File: config.mk
export PLATFORM = sky130hd
export DESIGN_NAME = plot_sink
export DESIGN_NICKNAME = d
export VERILOG_FILES = /design/src/rtl/plot_sink_pkg.sv /design/src/rtl/plot_sink_pixel_addr.sv /design/src/rtl/plot_sink.sv
export SDC_FILE = /design/constraint.sdc
export NUM_CORES = 1
export LEC_CHECK = 0
export ABC_AREA = 1
export CAP_MARGIN = 25
export CORE_MARGIN = 5
export CORE_UTILIZATION = 49
export DETAILED_ROUTE_END_ITERATION = 12
export DONT_BUFFER_PORTS = 1
export PLACE_DENSITY = 0.65
export SLEW_MARGIN = 20
export SYNTH_ARGS = -nofsm -noshare
export SYNTH_HDL_FRONTEND = slang
export SYNTH_SLANG_ARGS = --single-unit
File: constraint.sdc
create_clock -name clk -period 3.8 [get_ports clk]
set_clock_uncertainty 0.05 [all_clocks]
set_input_delay 0.38 -clock clk [delete_from_list [all_inputs] [get_ports clk]]
set_output_delay 0.38 -clock clk [all_outputs]
set_load 0.01 [all_outputs]
File: src/rtl/plot_sink_pkg.sv
// Shared frame geometry, colour and state encodings for the plot sink.
// Imported by plot_sink and its address helper.
package plot_sink_pkg;

  localparam int SCREEN_W_DEF = 160;
  localparam int SCREEN_H_DEF = 120;
  localparam int ADDR_W_DEF   = 15;

  typedef logic [2:0] colour_t;

  localparam colour_t COL_BLACK = 3'b000;
  localparam colour_t COL_WHITE = 3'b111;

  typedef enum logic {
    S_IDLE  = 1'b0,
    S_CLEAR = 1'b1
  } state_e;

endpackage

File: src/rtl/plot_sink_pixel_addr.sv
// Linear frame-buffer address y*SCREEN_W+x and on-screen test.
// Purely combinational; all state lives in plot_sink.
module pixel_addr
  import plot_sink_pkg::*;
#(
  parameter int SCREEN_W = SCREEN_W_DEF,
  parameter int SCREEN_H = SCREEN_H_DEF,
  parameter int ADDR_W   = ADDR_W_DEF
) (
  input  logic [7:0]        x,
  input  logic [6:0]        y,
  output logic [ADDR_W-1:0] addr,
  output logic              in_range
);

  // Widen before multiplying so the product never truncates.
  assign addr = ADDR_W'(y) * ADDR_W'(SCREEN_W) + ADDR_W'(x);

  assign in_range = (32'(x) < SCREEN_W) && (32'(y) < SCREEN_H);

endmodule

File: src/rtl/plot_sink.sv
// Frame-buffer write port: single pixel plots plus a full-frame clear,
// with a saturating count of plots that never reached memory.
module plot_sink
  import plot_sink_pkg::*;
#(
  parameter int SCREEN_W = SCREEN_W_DEF,
  parameter int SCREEN_H = SCREEN_H_DEF,
  parameter int ADDR_W   = ADDR_W_DEF
) (
  input  logic              clk,
  input  logic              resetn,
  input  logic              plot,
  input  logic [7:0]        x,
  input  logic [6:0]        y,
  input  logic [2:0]        colour,
  input  logic              clear,
  input  logic [2:0]        clear_colour,
  output logic              ready,
  output logic              wr_en,
  output logic [ADDR_W-1:0] wr_addr,
  output logic [2:0]        wr_data,
  output logic [7:0]        dropped
);

  localparam logic [ADDR_W-1:0] FILL_LAST =
    ADDR_W'(SCREEN_W * SCREEN_H - 1);

  state_e            state_q, state_d;
  logic [ADDR_W-1:0] fill_q, fill_d;
  colour_t           clr_col_q, clr_col_d;
  logic              pwr_q, pwr_d;
  logic [ADDR_W-1:0] paddr_q, paddr_d;
  colour_t           pdata_q, pdata_d;
  logic [7:0]        drop_q, drop_d;
  logic              drop_ev;

  logic [ADDR_W-1:0] pix_addr;
  logic              pix_ok;

  pixel_addr #(
    .SCREEN_W (SCREEN_W),
    .SCREEN_H (SCREEN_H),
    .ADDR_W   (ADDR_W)
  ) u_pixel_addr (
    .x        (x),
    .y        (y),
    .addr     (pix_addr),
    .in_range (pix_ok)
  );

  always_ff @(posedge clk) begin
    if (!resetn) begin
      state_q   <= S_IDLE;
      fill_q    <= '0;
      clr_col_q <= COL_BLACK;
      pwr_q     <= 1'b0;
      paddr_q   <= '0;
      pdata_q   <= COL_BLACK;
      drop_q    <= '0;
    end else begin
      state_q   <= state_d;
      fill_q    <= fill_d;
      clr_col_q <= clr_col_d;
      pwr_q     <= pwr_d;
      paddr_q   <= paddr_d;
      pdata_q   <= pdata_d;
      drop_q    <= drop_d;
    end
  end

  always_comb begin
    state_d   = state_q;
    fill_d    = fill_q;
    clr_col_d = clr_col_q;
    pwr_d     = 1'b0;
    paddr_d   = paddr_q;
    pdata_d   = pdata_q;
    drop_ev   = 1'b0;
    case (state_q)
      S_IDLE: begin
        // A clear wins over a simultaneous plot.
        if (clear) begin
          state_d   = S_CLEAR;
          fill_d    = '0;
          clr_col_d = clear_colour;
          drop_ev   = plot;
        end else if (plot) begin
          if (pix_ok) begin
            pwr_d   = 1'b1;
            paddr_d = pix_addr;
            pdata_d = colour;
          end else begin
            drop_ev = 1'b1;
          end
        end
      end
      S_CLEAR: begin
        drop_ev = plot;
        if (fill_q == FILL_LAST) begin
          state_d = S_IDLE;
        end else begin
          fill_d = fill_q + ADDR_W'(1);
        end
      end
      default: state_d = S_IDLE;
    endcase
    drop_d = (drop_ev && drop_q != 8'hFF) ? drop_q + 8'd1 : drop_q;
  end

  always_comb begin
    ready   = (state_q == S_IDLE);
    wr_en   = pwr_q;
    wr_addr = paddr_q;
    wr_data = pdata_q;
    if (state_q == S_CLEAR) begin
      wr_en   = 1'b1;
      wr_addr = fill_q;
      wr_data = clr_col_q;
    end
  end

  assign dropped = drop_q;

endmodule

==> reports/metrics.yaml <==
status: "complete, no violations"
async_flop_share_pct: 0
numCtsBuffers: 5
die_y_um: 86.5
diodes: 0
hp-start: "resetn"
rsz0062_at_grt: "no"
clkPwrFrac_pct: 31.3
setup.worst_path.class: "reg2out"
yosys_register_bits: 46
r2r_setup_slack_ns: 1.78
viasPerCell: 5.14
critPathLaunchType: "flip-flop"
die_w_um: 86.5
synth_cells: 424
fin_crit_sh_pct: 60.7
clk_pin_slew_ns: 0.09
arrival_ns: 1.88
final_cell_mix: "103 x nand2_1, 46 x dfxtp_1, 44 x inv_1"
ant_nets: 0
track_usage_pct: 18.6
grt_pass1_wl_um: 11200
start_util_pct: 51.1
finalPower_w: 0.00102
first_pass_iters: 4
wl_um: 6630
core_mm2: 0.00561
num_rows: 27
num_vias: 2529
ir_drop_uv: 159
cts_tree: "built"
syn_to_final_growth_pct: 4.54
layout_commonest_cell: "nand2_1"
crit_path_cell_trace: "buf_4 > inv_1 > o21ai_0"
h-tree-depth: 2
insertion_delay_ns: 0.30
internal_power_w: 0.000712
finalSetupTns_ns: 0
clock-sinks: 46
drive_above_1_share_pct: 7.14
slowest_delay_ns: 0.47
syn_nets: 466
synth_cell_types: 28
yosys_warnings: 0
slew_viol_final: 0
whs_ns: 0.148
drcViolationCount: 0
cp-end-kind: "output pin"
slowest_stage: "o21ai_0"
die-area_mm2: 0.00748
clk_path_buf_depth: 2
switching_power_w: 0.000305
postPlaceCellArea_mm2: 0.00290
worst_slew_pin_slew_ns: 0.862
leakage_nw: 1.19
timing.rr.start: "fill_q[0]"
power_frac_comb_pct: 18.3
timing.final.ws_setup_ns: 1.49
mappedNetlistArea_mm2: 0.00287
postCtsSetupBuffers: 0
min_path_type: "in2reg"
drv_cap: 0
initialDrtViolationCount: 194
worstSetupStartpoint: "state_q"
seqPwrFrac_pct: 50.4
powerDensity_mw_per_mm2: 339
nNetsFinal: 461
finalHoldViolCount: 0
hold_buffers: 0
dp_worst_setup_slack_ns: 1.42
cp_max_fo: 39
detailed_place_hpwl_um: 5080
post_drt_wl_per_cell_um: 13.5
synth-edff-count: 0
synth_ff_type: "dfxtp_1"
cts_root_buf: "clkbuf_8"
fmax_ghz: 0.433
io_buffers: 0
slew-limit-headroom_pct: 42.5
gp_congestion: 0.807
setup-violations-final: 0
antenna_found_initial: 0
p_sw_share_pct: 30.0
avgSynthCellArea_um2: 6.76
grt_pass1_vias: 2334
ctsResizeCount: 0
fin_crit_ns: 2.31
design_area_mm2: 0.00300
worst_ep_required_time_ns: 3.37
grt_max_degree: 40
overflow: 0
ys_seq_area_share_pct: 32.1
top_level_ports: 53
[per-stage QoR]
step	util [%]	instances
floorplan	-	424
global route	53.5	492
global placement	51.8	484
finish	53.5	492
CTS	53.5	492
detailed placement	51.8	484
[area by class of cell]
| class | instances | area, um2 |
|---|---|---|
| Tap cell | 72 | 90.1 |
| Multi-Input combinational cell | 319 | 1710 |
| Clock buffer | 7 | 86.3 |
| Inverter | 46 | 174 |
| Timing Repair Buffer | 1 | 7.51 |
| Fill cell | 583 | 2610 |
| Clock inverter | 1 | 8.76 |
| Sequential cell | 46 | 921 |
[Yosys cell counts, types with 4 or more instances]
master	n	area [um2]
a21oi_2	8	70.1
clkbuf_1	8	30.0
xor2_1	10	87.6
inv_1	44	165
nand4_1	11	68.8
a21oi_1	33	165
nor3_1	4	20.0
nand2_2	5	31.3
nand3_1	28	140
xnor2_1	7	61.3
nand2_1	103	387
dfxtp_1	46	921
nor2_1	42	158
o21ai_0	42	210
ha_1	15	188
[layer usage]
metal / GRT usage, % / vias up / part of all wire [%]
met5: 0 / - / 0
met4: 5.10 / 0 / 0.60
met3: 5.23 / 2 / 6.1
met2: 29.9 / 51 / 47
met1: 24.4 / 1102 / 46
li1: - / 1374 / -
[path summary, 6_finish.rpt]
kind | to | depth (start not counted)
worst max-delay path | wr_addr[8] | 3
worst min-delay path | fill_q[0] | 2
worst max register to register | fill_q[9] | 9
worst min register to register | paddr_q[0] | 2
[critical path, delay by kind of cell (launching register included)]
family                 cells  cell delay, ns
AOI/OAI and AO/OA          1            0.47
buffers and inverters      2            0.69
DFF                        1            0.41
[cell families (layout without fill, tap and decap cells)]
family	count (synthesis)	after routing	synth area share (%)
and+or+nand+nor	200	200	30.5
adders and majority gates	17	17	7.94
buffers and inverters	59	55	8.25
AOI/OAI and AO/OA	85	85	16.0
xor gates and xnor gates	17	17	5.19
DFF	46	46	32.1
[registers in the layout (all words and copies together), names as in the netlist]
signal,count
state_q,1
dropped,8
clr_col_q,3
paddr_q,15
fill_q,15
pdata_q,3
pwr_q,1
[power groups by stage]
stage	logic (W)	registers (W)	clock network, W
detailed placement	0.000188	0.000524	0
floorplan	0.000159	0.000521	0
global route	0.000216	0.000515	0.000351
finish	0.000187	0.000512	0.000318
global placement	0.000185	0.000523	0
CTS	0.000188	0.000512	0.000333
No activity file was read; power rests on OpenSTA's default activity.
